===== src/rtl/rgb2ycbcr_pipe_if.sv =====
// rgb2ycbcr_pipe_if: pixel stream bundle for the RGB to YCbCr converter.
// Input side:  in_valid/in_ready handshake, r/g/b components, in_last flag.
// Output side: out_valid/out_ready handshake, y/cb/cr components, out_last flag.
// slave is the converter's view; master is the source/sink view.
interface rgb2ycbcr_pipe_if;
    logic       in_valid, in_ready, in_last;
    logic       out_valid, out_ready, out_last;
    logic [7:0] r, g, b;
    logic [7:0] y, cb, cr;
    modport slave (
        input  in_valid, r, g, b, in_last, out_ready,
        output in_ready, out_valid, y, cb, cr, out_last
    );
    modport master (
        output in_valid, r, g, b, in_last, out_ready,
        input  in_ready, out_valid, y, cb, cr, out_last
    );
endinterface


===== src/rtl/rgb2ycbcr_pipe.sv =====
// rgb2ycbcr_pipe: 3-stage flow-controlled 8-bit RGB to full-range BT.601 YCbCr.
// clock : rising-edge system clock
// reset : synchronous active-high reset, empties the pipeline
// px    : slave side of the pixel stream (RGB in, YCbCr out, last passed through)
module rgb2ycbcr_pipe (
    input  logic clock,
    input  logic reset,
    rgb2ycbcr_pipe_if.slave px
);
    logic               advance;
    logic signed [17:0] rs, gs, bs;
    logic signed [17:0] p_d [9];
    logic signed [17:0] p_q [9];
    logic signed [17:0] s_d [3];
    logic signed [17:0] s_q [3];
    logic               v1_q, v2_q, v3_q, l1_q, l2_q, l3_q;
    logic [7:0]         y_d, cb_d, cr_d, y_q, cb_q, cr_q;

    function automatic logic [7:0] sat(input logic signed [17:0] v);
        return v < 18'sd0 ? 8'd0 : v > 18'sd255 ? 8'd255 : v[7:0];
    endfunction

    // One global enable: the whole pipe moves whenever the output slot is free or draining.
    always_comb begin
        advance = !v3_q || px.out_ready;
        rs = {10'd0, px.r};
        gs = {10'd0, px.g};
        bs = {10'd0, px.b};
        p_d[0] = rs * 18'sd77;
        p_d[1] = gs * 18'sd150;
        p_d[2] = bs * 18'sd29;
        p_d[3] = rs * (-18'sd43);
        p_d[4] = gs * (-18'sd85);
        p_d[5] = bs * 18'sd128;
        p_d[6] = rs * 18'sd128;
        p_d[7] = gs * (-18'sd107);
        p_d[8] = bs * (-18'sd21);
        s_d[0] = p_q[0] + p_q[1] + p_q[2] + 18'sd128;
        s_d[1] = p_q[3] + p_q[4] + p_q[5] + 18'sd128;
        s_d[2] = p_q[6] + p_q[7] + p_q[8] + 18'sd128;
        // Arithmetic shift floors negative chroma sums before the offset.
        y_d  = sat(s_q[0] >>> 8);
        cb_d = sat((s_q[1] >>> 8) + 18'sd128);
        cr_d = sat((s_q[2] >>> 8) + 18'sd128);
    end

    // Datapath registers carry no reset; only valids and visible outputs are cleared.
    always_ff @(posedge clock) begin
        if (reset) begin
            v1_q <= 1'b0;
            v2_q <= 1'b0;
            v3_q <= 1'b0;
            l1_q <= 1'b0;
            l2_q <= 1'b0;
            l3_q <= 1'b0;
            y_q  <= 8'd0;
            cb_q <= 8'd0;
            cr_q <= 8'd0;
        end else if (advance) begin
            v1_q <= px.in_valid;
            l1_q <= px.in_last;
            p_q  <= p_d;
            v2_q <= v1_q;
            l2_q <= l1_q;
            s_q  <= s_d;
            v3_q <= v2_q;
            l3_q <= l2_q;
            y_q  <= y_d;
            cb_q <= cb_d;
            cr_q <= cr_d;
        end
    end

    assign px.in_ready  = advance;
    assign px.out_valid = v3_q;
    assign px.out_last  = l3_q;
    assign px.y         = y_q;
    assign px.cb        = cb_q;
    assign px.cr        = cr_q;
endmodule


===== src/flat_wrapper.sv =====
// flat-port wrapper written by rule: the top's interface ports become plain ports
module rgb2ycbcr_pipe_flat 
  (clock, reset, px_in_valid, px_r, px_g, px_b, px_in_last, px_out_ready, px_in_ready, px_out_valid, px_y, px_cb, px_cr, px_out_last);
  rgb2ycbcr_pipe_if px_i ();
  input  logic clock;
  input  logic reset;
  input wire logic [$bits(px_i.in_valid)-1:0] px_in_valid;
  input wire logic [$bits(px_i.r)-1:0] px_r;
  input wire logic [$bits(px_i.g)-1:0] px_g;
  input wire logic [$bits(px_i.b)-1:0] px_b;
  input wire logic [$bits(px_i.in_last)-1:0] px_in_last;
  input wire logic [$bits(px_i.out_ready)-1:0] px_out_ready;
  output wire logic [$bits(px_i.in_ready)-1:0] px_in_ready;
  output wire logic [$bits(px_i.out_valid)-1:0] px_out_valid;
  output wire logic [$bits(px_i.y)-1:0] px_y;
  output wire logic [$bits(px_i.cb)-1:0] px_cb;
  output wire logic [$bits(px_i.cr)-1:0] px_cr;
  output wire logic [$bits(px_i.out_last)-1:0] px_out_last;
  assign px_i.in_valid = px_in_valid;
  assign px_i.r = px_r;
  assign px_i.g = px_g;
  assign px_i.b = px_b;
  assign px_i.in_last = px_in_last;
  assign px_i.out_ready = px_out_ready;
  assign px_in_ready = px_i.in_ready;
  assign px_out_valid = px_i.out_valid;
  assign px_y = px_i.y;
  assign px_cb = px_i.cb;
  assign px_cr = px_i.cr;
  assign px_out_last = px_i.out_last;
  rgb2ycbcr_pipe u_core (.clock(clock), .reset(reset), .px(px_i));
endmodule

===== config.mk =====
export PLATFORM = sky130hd
export DESIGN_NAME = rgb2ycbcr_pipe_flat
export DESIGN_NICKNAME = d
export VERILOG_FILES = /design/src/rtl/rgb2ycbcr_pipe_if.sv /design/src/rtl/rgb2ycbcr_pipe.sv /design/src/flat_wrapper.sv
export SDC_FILE = /design/constraint.sdc
export NUM_CORES = 1
export LEC_CHECK = 0
export CAP_MARGIN = 20
export CORE_MARGIN = 2
export CORE_UTILIZATION = 50
export CTS_BUF_LIST = sky130_fd_sc_hd__clkbuf_8
export DETAILED_ROUTE_END_ITERATION = 8
export PLACE_DENSITY = 0.67
export RECOVER_POWER = 100
export SKIP_CTS_REPAIR_TIMING = 1
export SLEW_MARGIN = 20
export SYNTH_ARGS = -nofsm -noshare
export SYNTH_HDL_FRONTEND = slang
export SYNTH_SLANG_ARGS = --single-unit

===== constraint.sdc =====
create_clock -name clock -period 17.4 [get_ports clock]
set_input_delay 2.61 -clock clock [delete_from_list [all_inputs] [get_ports clock]]
set_output_delay 2.61 -clock clock [all_outputs]
set_load 0.02 [all_outputs]

Yosys cells after proc, flatten, opt, wreduce, memory -nomap -nowiden:

Index checks and enable logic that the tools add are counted.

* reductions and logical operators: 3
* muxes and demuxes: 6
* $add $sub $neg: 11
* bitwise operators: 1
* multipliers: 7
* magnitude comparators: 6

Operators by type and width (number)
* 18-bit adder: 4
* 18-bit by 9-bit adder with 18-bit output (second input constant): 3
* 8-bit two-way mux: 6
* 18-bit by 9-bit > comparator with 1-bit output (second input constant): 2
* 18-bit by 1-bit less-than comparator with 1-bit output (second input constant): 2
* 9-bit by 8-bit multiplier with 17-bit output (second input constant): 2
* 8-bit by 7-bit multiplier with 15-bit output (second input constant): 2
* 10-bit by 9-bit adder with 11-bit output (second input constant): 2
* 16-bit by 18-bit adder with 18-bit output: 1
* 18-bit by 16-bit adder with 18-bit output: 1
* 9-bit by 7-bit multiplier with 16-bit output (second input constant): 1
* 9-bit by 6-bit multiplier with 15-bit output (second input constant): 1
* 8-bit by 5-bit multiplier with 13-bit output (second input constant): 1
* 10-bit by 9-bit > comparator with 1-bit output (second input constant): 1
* 10-bit by 1-bit less-than comparator with 1-bit output (second input constant): 1
* 2-bit AND reduction: 1
* 1-bit logical NOT: 1
* 1-bit logical OR: 1
* 1-bit NOT: 1

* bits in registers: 225
* logic and storage cells: 55
* output and inout port bits: 27
* bits of input ports: 29

Depth between registers and ports, before layout:

Gate-level depths: netlist of the first run.

* depth after elaboration: 4
* gate-level depth with buffers: 16
* gate-level depth less buffers: 16

Worst setup path before layout of the first run:

No wires, ideal clock.

* path kind: input-to-reg
* start point: in px_out_ready
* end point: reg u_core.p_q[0] (netlist bit), enable pin
* setup time: 0.646 ns
* required time: 16.754 ns
* data arrival time: 8.886 ns
* slack: 7.868 ns
* path buffers: 2
* stages on the path: 4
* path through: nor2b_1 -> clkbuf_1 -> clkbuf_1 -> nor2_1

* longest elaborated chain between the ends: 2

Ends and longest elaborated chain
* start: declaration: line flat_wrapper.sv:12 `input wire logic [$bits(px_i.out_ready)-1:0] px_out_ready;`
* 1-bit logical OR: line rgb2ycbcr_pipe.sv:25 `advance = !v3_q || px.out_ready;`
* 2-bit AND reduction (no source line)
* end signal: assignment: line rgb2ycbcr_pipe.sv:62 `p_q <= p_d;`
* end: declaration: line rgb2ycbcr_pipe.sv:13 `logic signed [17:0] p_q [9];`

No other way between the ends.
A chain may end at the register's enable or synchronous reset.

Worst setup path in the final report of the first run:

* start point: in px_out_ready
* end point: reg u_core.p_q[18] (netlist bit), enable pin

The elaborated chain is that of the path after synthesis.

==> run_results.csv, run 1 <==
group,metric,value,unit
grt,grt_pass1_vias,10105,
clock_tree,clk-insertion-delay-late,0.48,ns
layout,layout_common_cells,"ha_1, inv_1, edfxtp_1, fa_1, a21oi_1",
detailed_routing,wl,30.1,mm
power_and_ir_drop,p_leak,7.98,nW
logic_synthesis,synth_warnings,0,
detailed_routing,via_count,9850,
floorplan,die_area,32300,um^2
placement,dpl-instance-area,16500,um^2
layout,diodes,0,
clock_tree,clock_sinks,172,
hold_path,hold_class,"reg2reg",
power_and_ir_drop,swShare,42.5,%
power_and_ir_drop,p_per_area,158,nW/um^2
grt,grt_util_all_layers,19.2,%
grt,antenna_found_initial,1,
timing,setup_tns,0,ns
logic_synthesis,synth-edff-count,142,
setup_path,ff2ff_path_depth,5,
logic_synthesis,synth.top_cell.area_share,29.1,%
detailed_routing,vias_per_cell,5.33,
setup_path,slowest_delay,2.94,ns
logic_synthesis,ys.flop_type,"edfxtp_1",
detailed_routing,drc,0,
layout,final_core_util,54.9,%
run,maxCapViolCount,3,
setup_path,crit_fanout,72,
logic_synthesis,synthDistinctLibCells,63,
placement,preCtsSetupSlack,10.17,ns
setup_path,worstPathArrival,9.90,ns
setup_path,worst_setup_path_end_kind,"flop",
grt,grt_overflow,0,
setup_path,cp_data_required_time,17.40,ns
power_and_ir_drop,pwr-share-seq,29.1,%
timing,maxSlewViolCount,188,
timing,fin_worst_skew,0.0129,ns
logic_synthesis,synth_largest_area_cell,"ha_1",
floorplan,rows,64,
logic_synthesis,syn-num-nets,1858,
timing,min_period,9.90,ns
layout,layout-drive-gt1-share,2.69,%
detailed_routing,wl_per_cell,16.3,um
clock_tree,cts-root-buf,"clkbuf_8",
logic_synthesis,ys_ff_latch,172,
detailed_routing,antenna_left,0,
detailed_routing,drt_iter0_markers,524,
floorplan,core_area,30500,um^2
timing,holdWs,0.451,ns
placement,dpl.cell_count,1816,
layout,final_area,16700,um^2
power_and_ir_drop,power,2.65,mW
timing,rsz0062_at_grt,"no",
timing,hold_viol_final,0,
clock_tree,h-tree-depth,4,
layout,syn2layout_area_growth,8.57,%
clock_tree,numCtsBuffers,17,
grt,grt_max_degree,73,
timing,fin_ws,7.50,ns
setup_path,crit_path_frequent_cell,"clkbuf_1",
power_and_ir_drop,ir_worst_vdd,81.4,uV
logic_synthesis,ys_seq_area_share,31.5,%
layout,final_common_cell,"ha_1",
timing,timing.final.crit_share,56.9,%
setup_path,startpoint_type,"input pin",
timing,worst-slew-pin-transition,3.94,ns
timing,finalSetupViolCount,0,
logic_synthesis,ys_top_cells_by_area,"ha_1, edfxtp_1, fa_1",
placement,gp_congestion,0.809,
placement,numPortBuffers,55,
floorplan,die_w,180,um
floorplan,ioPinCount,56,
floorplan,initial_core_util,50.6,%
setup_path,crit_type,"in2reg",
power_and_ir_drop,clkPwrFrac,10.4,%
clock_tree,tritoncts,"done",
power_and_ir_drop,switchingPower,1.12,mW
clock_tree,cts_buffer_depth,2,
setup_path,cp_cell_sequence,"dlygate4sd3_1 -> nor2b_4 -> clkbuf_1 -> nor2_4 -> clkbuf_1 -> clkbuf_1",
logic_synthesis,syn_avg_cell_area,11.3,um^2
layout,finalNonFillerCells,1848,
timing,max_freq,0.101,GHz
floorplan,die_y,180,um
placement,dpl.hpwl,24.9,mm
run_status,violations,"capacitance limit, slew limit",
run_status,outcome,"finished with violations",
detailed_routing,first_pass_iters,5,
logic_synthesis,async_flop_share,0,%
hold_path,min_path_cells,2,
clock_tree,clkSlewWorstSetupHoldPaths,0.10,ns
timing,slew-limit-headroom,-163,%
setup_path,crit_path_top_delay_cell,"clkbuf_1",
layout,layout.nets,1926,
power_and_ir_drop,p_comb_share,60.5,%
logic_synthesis,syn-cell-area,15400,um^2
logic_synthesis,synthesis.instances,1371,
power_and_ir_drop,intPower,1.52,mW
grt,grt_pass1_wl,49.4,mm
-- sequential cells by signal, summed over array words and instances (netlist names), 8 cells and up --
signal        count
u_core.px.cb      8
u_core.px.cr      8
u_core.px.y       8
u_core.p_q      112
u_core.s_q       30
-- per-layer routing --
layer	part of all wire [%]	vias up	track usage, %
li1	-	4932	-
met1	47	4737	25.8
met2	48	153	32.8
met3	3.6	26	3.00
met4	1.3	2	4.46
met5	0.053	-	0
-- cell families after synthesis --
| group | synth area share (%) |
|---|---|
| compound gates | 9.77 |
| xor+xnor | 4.71 |
| fa+ha+maj | 42.0 |
| buf+inv | 5.38 |
| flops | 31.5 |
| mux | 0.130 |
| simple gates | 6.50 |
-- worst max-delay path, delay by kind of cell --
family        cells  cell delay (ns)
buf+inv           4             6.91
simple gates      2             0.30
-- synthesized netlist by cell type, types with 3 or more instances --
cell type and n:
ha_1 359, o21a_1 13, fa_1 99, o211ai_1 8
and3_1 5, nor4_1 4, a21oi_1 77, o21bai_1 10
clkbuf_1 10, nor3_1 20, a21o_1 25, nor2_1 67
a21oi_2 5, inv_1 210, and4_1 4, and2_1 4
nand4_1 7, o21ai_0 38, o31ai_1 4, nor2b_1 10
nand2b_1 12, o41ai_2 3, xnor2_1 59, nand3_1 13
or3_1 4, or4_1 3, a2111oi_0 3, o311ai_0 6
dfxtp_1 30, xor2_1 24, a31oi_1 4, nand2_1 54
edfxtp_1 142
-- layout make-up --
cell class / instances / area, um^2
Clock inverter: 15 / 143
Sequential cell: 172 / 4860
Clock buffer: 17 / 234
Timing Repair Buffer: 60 / 573
Inverter: 210 / 788
Tap cell: 396 / 495
Fill cell: 2683 / 13800
Multi-Input combinational cell: 978 / 9650
-- path summary, 6_finish.rpt --
check	to	from	slack, ns
max reg2reg	u_core.p_q[18]	u_core.px.out_valid	9.82
min	u_core.px.cb[5]	u_core.px.cb[5]	0.45
max	u_core.p_q[18]	px_out_ready	7.50
min reg2reg	u_core.px.cb[5]	u_core.px.cb[5]	0.45
-- power groups by stage --
stage	clock, mW	sequential [mW]	combinational, mW
2_1_floorplan	0	0.781	1.24
3_3_place_gp	0	0.776	1.62
3_5_place_dp	0	0.780	1.66
4_1_cts	0.285	0.770	1.68
5_1_grt	0.300	0.785	1.83
6_report	0.276	0.769	1.60
No activity file was read; power rests on OpenSTA's default activity.
==> inputs of run 2 (changes only) <==
Clock period 17.4 ns to 9.14 ns, I/O delays scaled along.
==> run 2 against run 1 <==
The run still ends with capacitance limit, slew limit left. Critical path type is now in2out. Global-route usage about the same. Cell count decreased by 0.11%. Total power is 89% higher. Register-to-register slack worse by 5.4 ns. First-iteration DRC count down 3.8%.
==> run_results.csv, run 2 (synthesized netlist as in run 1, its figures left out) <==
group,metric,value,unit
run_status,outcome,"finished with violations",
run_status,violations,"capacitance limit, slew limit",
timing,maxSlewViolCount,186,
grt,antenna_found_initial,1,
detailed_routing,first_pass_iters,4,
timing,rsz0062_at_grt,"no",
layout,multi_input_area,9650,um^2
layout,top_regs,"u_core.p_q: 112 flops, u_core.s_q: 30 flops",
timing,setup_tns,0,ns
layout,largest-register,"u_core.p_q",
detailed_routing,drc,0,
detailed_routing,vias_per_cell,5.35,
power_and_ir_drop,power,5.01,mW
run,maxCapViolCount,2,
power_and_ir_drop,ir_worst_vdd,152,uV
timing,worst-slew-pin-transition,3.58,ns
placement,gp_congestion,0.845,
detailed_routing,dr.max_layer_used,"met5",
setup_path,crit_fanout,42,
layout,diodes,0,
placement,dpl.hpwl,24.6,mm
floorplan,initial_core_util,50.6,%
timing,max_freq,0.169,GHz
timing,fin_worst_skew,0.0187,ns
detailed_routing,wl_per_cell,16.2,um
floorplan,rows,64,
grt,grt_max_degree,143,
clock_tree,clock_sinks,172,
timing,timing.final.crit_share,64.8,%
layout,layout_common_cells,"ha_1, inv_1, edfxtp_1, fa_1, a21oi_1",
setup_path,worstPathArrival,4.55,ns
detailed_routing,antenna_left,0,
setup_path,crit_path_top_delay_cell,"clkbuf_1",
grt,grt_overflow,0,
detailed_routing,via_count,9880,
clock_tree,tritoncts,"done",
setup_path,cp_cell_sequence,"dlygate4sd3_1 -> nor2b_4 -> clkbuf_1 -> inv_1 -> dlygate4sd3_1",
layout,finalNonFillerCells,1846,
detailed_routing,m1WireLength,14.4,mm
clock_tree,numCtsBuffers,17,
clock_tree,clk-insertion-delay-late,0.47,ns
placement,dpl.cell_count,1814,
grt,grt_pass1_wl,49.4,mm
hold_path,hold_class,"reg2reg",
clock_tree,cts-root-buf,"clkbuf_8",
setup_path,crit_buf_inv,4,
setup_path,cp_data_required_time,7.77,ns
grt,grt_pass1_vias,10082,
setup_path,crit_type,"in2out",
setup_path,critical-path-top-delay-family,"buffers and inverters",
layout,largest_reg_flops,112,
timing,min_period,5.92,ns
setup_path,slowest_delay,1.32,ns
layout,layout.nets,1924,
setup_path,crit_path_frequent_cell,"dlygate4sd3_1",
timing,finalSetupViolCount,0,
detailed_routing,wl_met2,14.2,mm
floorplan,die_y,180,um
hold_path,min_path_cells,2,
timing,hold_viol_final,0,
layout,regArea,4860,um^2
layout,syn2layout_area_growth,8.60,%
layout,layout-drive-gt1-share,2.83,%
detailed_routing,drt_iter0_markers,504,
setup_path,worst_setup_path_end_kind,"output pin",
clock_tree,clkSlewWorstSetupHoldPaths,0.10,ns
layout,nFillCells,2606,
setup_path,ff2ff_path_depth,4,
detailed_routing,routed-wl-met3,805,um
grt,grt_util_all_layers,19.2,%
power_and_ir_drop,p_leak,7.98,nW
layout,final_common_cell,"ha_1",
floorplan,die_area,32300,um^2
setup_path,startpoint_type,"input pin",
clock_tree,h-tree-depth,4,
placement,numPortBuffers,55,
detailed_routing,wl,29.9,mm
power_and_ir_drop,p_per_area,299,nW/um^2
floorplan,ioPinCount,56,
clock_tree,cts_buffer_depth,2,
floorplan,core_area,30500,um^2
setup_path,path_depth,5,
floorplan,die_w,180,um
timing,slew-limit-headroom,-139,%
==> run 2: cell types whose count changed in the layout (fill, tap and decap cells not counted), sizes merged <==
cell,previous run,this run
inv,222,218
clkinvlp,0,1
clkinv,3,6
clkbuf,21,19
clkdlybuf4s50,7,6
dlygate4sd3,48,49
==> run 2: metal layers <==
layer / GRT usage [%] / vias to the layer above
met4: 4.98 / 2
met3: 2.29 / 31
met2: 32.7 / 147
met5: 0 / -
li1: - / 4927
met1: 26.1 / 4773
==> run 2: worst paths after layout <==
| kind | start | end | slack [ns] |
|---|---|---|---|
| max | px_out_ready | px_in_ready | 3.22 |
| min | u_core.px.cr[0] | u_core.px.cr[0] | 0.45 |
| max reg2reg | u_core.px.out_valid | u_core.p_q[10] | 4.46 |
| min reg2reg | u_core.px.cr[0] | u_core.px.cr[0] | 0.45 |
==> run 2: metrics by stage <==
step | setup WS (ns) | hold slack (ns) | instance area (um^2) | util [%]
finish | 3.22 | 0.451 | 16800 | 54.9
global route | 2.93 | 0.466 | 16800 | 54.9
CTS | 3.76 | 0.457 | 16900 | 55.3
detailed placement | 3.26 | 0.443 | 16500 | 54.0
global placement | 3.29 | 0.437 | 16500 | 54.0
floorplan | 0.847 | 0.426 | 15400 | -
==> run 2: power breakdown <==
group	switching [mW]	total [mW]	internal (mW)	leakage [nW]
sequential	0.141	1.47	1.33	1.62
clock	0.318	0.519	0.202	0.193
combinational	1.66	3.03	1.37	6.16
==> run 2: final cells by class <==
| cell class | instances | share of cell area (%) |
|---|---|---|
| inverters | 210 | 4.71 |
| flip-flops and latches | 172 | 29.0 |
| clock inverters | 15 | 0.889 |
| clock buffers | 17 | 1.40 |
| well taps | 396 | 2.96 |
| repair buffers | 58 | 3.38 |
| multi-input cells | 978 | 57.6 |
==> run 2: worst register-to-register path, cell delays in order (launching register included) <==
cell and delay (ns):
dfxtp_1 0.35, nor2b_4 0.13, clkbuf_1 1.32, nor2_4 -0.06, clkbuf_2 1.70
